## src/rtl/mux_arbiter.sv

```systemverilog
// Two-requester round-robin arbiter driving the select of a 2:1 data mux.
// Grants are bounded by MAX_BURST consecutive transfers while the other side waits.
module mux_arbiter #(
  parameter int WIDTH     = 8,
  parameter int MAX_BURST = 4
) (
  input  logic             clk,
  input  logic             resetn,
  input  logic             req0,
  input  logic [WIDTH-1:0] data0,
  input  logic             req1,
  input  logic [WIDTH-1:0] data1,
  input  logic             out_ready,
  output logic             gnt0,
  output logic             gnt1,
  output logic             sel,
  output logic [WIDTH-1:0] out_data,
  output logic             out_valid
);

  // state | meaning
  // IDLE  | no grant, waiting for a request
  // G0    | requester 0 (x side) owns the channel
  // G1    | requester 1 (y side) owns the channel
  typedef enum logic [1:0] {IDLE = 2'd0, G0 = 2'd1, G1 = 2'd2} state_t;

  localparam int CW = (MAX_BURST > 1) ? $clog2(MAX_BURST) : 1;
  localparam logic [CW-1:0] CNT_LAST = CW'(MAX_BURST - 1);

  state_t        state, state_nxt;
  logic [CW-1:0] cnt;
  logic          prio;
  logic          xfer;
  logic          at_limit;

  assign xfer     = out_valid & out_ready;
  assign at_limit = (cnt == CNT_LAST);

  always_ff @(posedge clk or negedge resetn) begin
    if (!resetn) begin
      state <= IDLE;
      cnt   <= '0;
      prio  <= 1'b0;
    end else begin
      state <= state_nxt;
      if (state_nxt != state)
        cnt <= '0;
      else if (xfer && !at_limit)
        cnt <= cnt + 1'b1;
      // Priority points at whoever did not just give up the channel.
      if (state == G0 && state_nxt != G0)
        prio <= 1'b1;
      else if (state == G1 && state_nxt != G1)
        prio <= 1'b0;
    end
  end

  always_comb begin
    state_nxt = state;
    unique case (state)
      IDLE: begin
        if (req0 && req1)
          state_nxt = prio ? G1 : G0;
        else if (req0)
          state_nxt = G0;
        else if (req1)
          state_nxt = G1;
      end
      G0: begin
        if (!req0)
          state_nxt = req1 ? G1 : IDLE;
        else if (xfer && at_limit && req1)
          state_nxt = G1;
      end
      G1: begin
        if (!req1)
          state_nxt = req0 ? G0 : IDLE;
        else if (xfer && at_limit && req0)
          state_nxt = G0;
      end
      default: state_nxt = IDLE;
    endcase
  end

  always_comb begin
    gnt0      = (state == G0);
    gnt1      = (state == G1);
    sel       = (state == G1);
    out_valid = (gnt0 & req0) | (gnt1 & req1);
    out_data  = sel ? data1 : data0;
  end

endmodule

```

## config.mk

```make
export PLATFORM = sky130hd
export DESIGN_NAME = mux_arbiter
export DESIGN_NICKNAME = d
export VERILOG_FILES = /design/src/rtl/mux_arbiter.sv
export SDC_FILE = /design/constraint.sdc
export NUM_CORES = 1
export LEC_CHECK = 0
export CAP_MARGIN = 20
export CORE_MARGIN = 1
export CORE_UTILIZATION = 34
export CTS_CLUSTER_SIZE = 30
export DETAILED_ROUTE_END_ITERATION = 12
export MAX_ROUTING_LAYER = met4
export PLACE_DENSITY = 0.77
export SYNTH_ARGS = -nofsm -noshare
export SYNTH_HDL_FRONTEND = slang
export SYNTH_SLANG_ARGS = --single-unit
export TNS_END_PERCENT = 100
```

## constraint.sdc

```tcl
create_clock -name clk -period 1.5 [get_ports clk]
set_input_delay 0.375 -clock clk [delete_from_list [all_inputs] [get_ports clk]]
set_output_delay 0.375 -clock clk [all_outputs]
set_load 0.005 [all_outputs]
```

==> flow_summary.ini <==
[cts]
ctsHoldBuffers = 0
clockBufferDepth = 2
insertion_delay_ns = 0.24
cts_tree = done
clock_sinks = 5
root_buffer = clkbuf_4
cts_made_buffers = 3
clkTransAtPathRegs_ns = 0.05
htree_levels = 1

[logic_synthesis]
synth-seq-cells = 5
synth_nets = 93
syn_area_per_cell_um2 = 6.98
ys_seq_area_frac = 0.253
syn_inst = 71
syn_area_um2 = 495
yosys.area.top_type = dfrtp_1
synth_top_area_share = 0.253
synthTopCellsByArea = dfrtp_1 25%, nand2_1 21%, buf_6 6.8%, a21oi_1 5.1%, nand3b_4 4.0%
yosys_warnings = 0
post_synth_num_cell_types = 24

[setup_path]
critPathCaptureType = primary output
critPathBufInv = 4
cpMaxStageDelayCell = dfrtp_1
cp_max_fo = 2
crit_chain = buf_6, nand3b_1, buf_4, and2_4, inv_2, buf_2
cp.arrival_ns = 1.34
path_class = reg2out
cp.required_ns = 1.12
cp_top_family = flip-flops
startpoint_type = register
slowest_delay_ns = 0.40

[layout]
fill_cells = 104
nNetsFinal = 147
n_antenna_cell = 0
areaGrowthSynthToFinish_pct = 109
final_area_um2 = 1030
drive_above_1_share = 0.452

[sta]
layout_worst_path_cycle_share = 1.14
slew_headroom = 0.802
finClkSkew_ns = 0.00693
slew_viol_final = 0
fmax_mhz = 583
fin_hold_ws_ns = 0.347
rsz0062_at_grt = yes
layout_setup_ws_ns = -0.214
finalHoldViolCount = 0
setup_viol = 11
final.min_clock_period_ns = 1.71
worstMarginPinSlew_ns = 0.295

[placement]
hpwl_um = 1110
gp_congestion = 0.879
dpl_cell_area_um2 = 883
port_buffers = 32

[detailed_routing]
drt_iter0_drc = 7
vias = 714
drcViolationCount = 0
vias_per_cell = 5.14
antenna_left = 0
drtPass1Iterations = 4
wl_per_cell_um = 13.0
drt-total-wl_um = 1810

[status]
violations = setup timing
status = complete, but fails checks

[global_routing]
grt_antenna_before_repair = 0
grt_pass1_vias = 616
grt_first_pass_wirelength_um = 2330
grt_max_degree = 9
grt_overflow = 0
track_usage = 0.227

[die]
die_area_um2 = 1610
die_w_um = 40.2
initial_utilization = 0.371
ios = 33
rows = 13
core-area_um2 = 1330
die_y_um = 40.2

[power]
peakVddDrop_v = 0.000655
cellPowerDensity_nw_per_um2 = 672
power.leakage_nw = 0.521

[run]
maxCapViolations = 0

[min_path]
hold_class = in2async
-- sequential cells by signal, summed over array words and instances (netlist names) --
name   flops
prio       1
cnt        2
state      2
-- cell type report --
class                   instances  area (µm²)  share of cell area
clock buffers                   4        26.3              0.0254
inverters                       3        16.3              0.0157
multi-input cells              59         407               0.393
flip-flops and latches          5         125               0.121
well taps                      15        18.8              0.0182
repair buffers                 52         434               0.420
repair inverters                1        6.26             0.00605
-- path summary, 6_finish.rpt --
path	startpoint	end	slack, ns	cells past startpoint
max	state[0]	out_valid	-0.21	6
min reg2reg	cnt[0]	cnt[0]	0.58	2
min	resetn	state[1]	0.35	1
max reg2reg	state[0]	state[0]	-0.04	8
min in group clk	cnt[0]	cnt[0]	0.58	2
max in group asynchronous	resetn	cnt[0]	0.96	1
-- cells by family after synthesis --
| group | share of synthesized area |
|---|---|
| buf+inv | 0.116 |
| flops | 0.253 |
| fa+ha+maj | 0.0252 |
| simple gates | 0.447 |
| compound gates | 0.141 |
| xor+xnor | 0.0177 |
-- where the power goes --
group | total (mW) | switching (mW) | leakage, nW | internal (mW)
sequential | 0.160 | 0.0128 | 0.0661 | 0.147
clock | 0.157 | 0.0562 | 0.0150 | 0.101
combinational | 0.378 | 0.161 | 0.440 | 0.217
total | 0.695 | 0.230 | 0.521 | 0.465
-- cell usage in the layout (no fill, tap or decap), types with 2 or more instances in the layout --
master	count
nand2_1	20
clkdlybuf4s50_1	18
buf_4	13
buf_2	10
nand2_2	8
buf_6	7
dfrtp_1	5
and3_1	3
a21oi_1	3
nor2_1	3
clkbuf_4	3
o21ai_0	2
dlygate4sd2_1	2
clkbuf_2	2
-- cells in the mapped netlist --
| cell | instances |
|---|---|
| a22o_1 | 1 |
| and3_1 | 3 |
| nand2b_1 | 2 |
| nor2b_1 | 1 |
| xnor2_1 | 1 |
| ha_1 | 1 |
| nand2_1 | 28 |
| a31oi_1 | 1 |
| and2_4 | 1 |
| inv_1 | 2 |
| inv_6 | 1 |
| buf_4 | 1 |
| nor3_1 | 2 |
| dfrtp_1 | 5 |
| nand4bb_1 | 1 |
| a21o_1 | 1 |
| nor2_1 | 4 |
| a21oi_1 | 5 |
| nor4_1 | 1 |
| o21ai_0 | 3 |
| a211oi_1 | 1 |
| buf_6 | 3 |
| nand3b_4 | 1 |
| nand3b_1 | 1 |
-- per-layer routing --
| metal | vias to the layer above | track usage | wire length [µm] |
|---|---|---|---|
| li1 | 340 | - | - |
| met1 | 333 | 0.177 | 619 |
| met2 | 39 | 0.448 | 934 |
| met3 | 2 | 0.0889 | 235 |
| met4 | 0 | 0.100 | 18 |
| met5 | - | - | 0 |
-- what timing repair did --
action,4_1_cts,5_1_grt
gates resized for setup,63,15
buffers inserted,12,0
pin swaps,18,9
endpoints found under the setup margin,12,15
gates cloned,1,0
hold endpoints to repair,0,0
-- per-stage QoR --
step / total power [mW] / setup slack (ns) / utilization / cells / setup TNS [ns]
global placement: 0.466 / -0.534 / 0.662 / 126 / -3.48
floorplan: 0.299 / 0.182 / - / 71 / 0
CTS: 0.672 / -0.213 / 0.757 / 142 / -1.48
detailed placement: 0.473 / -0.535 / 0.662 / 126 / -3.65
global route: 0.746 / -0.268 / 0.775 / 139 / -1.93
finish: 0.695 / -0.214 / 0.775 / 139 / -1.31
No activity file was read; power rests on OpenSTA's default activity.
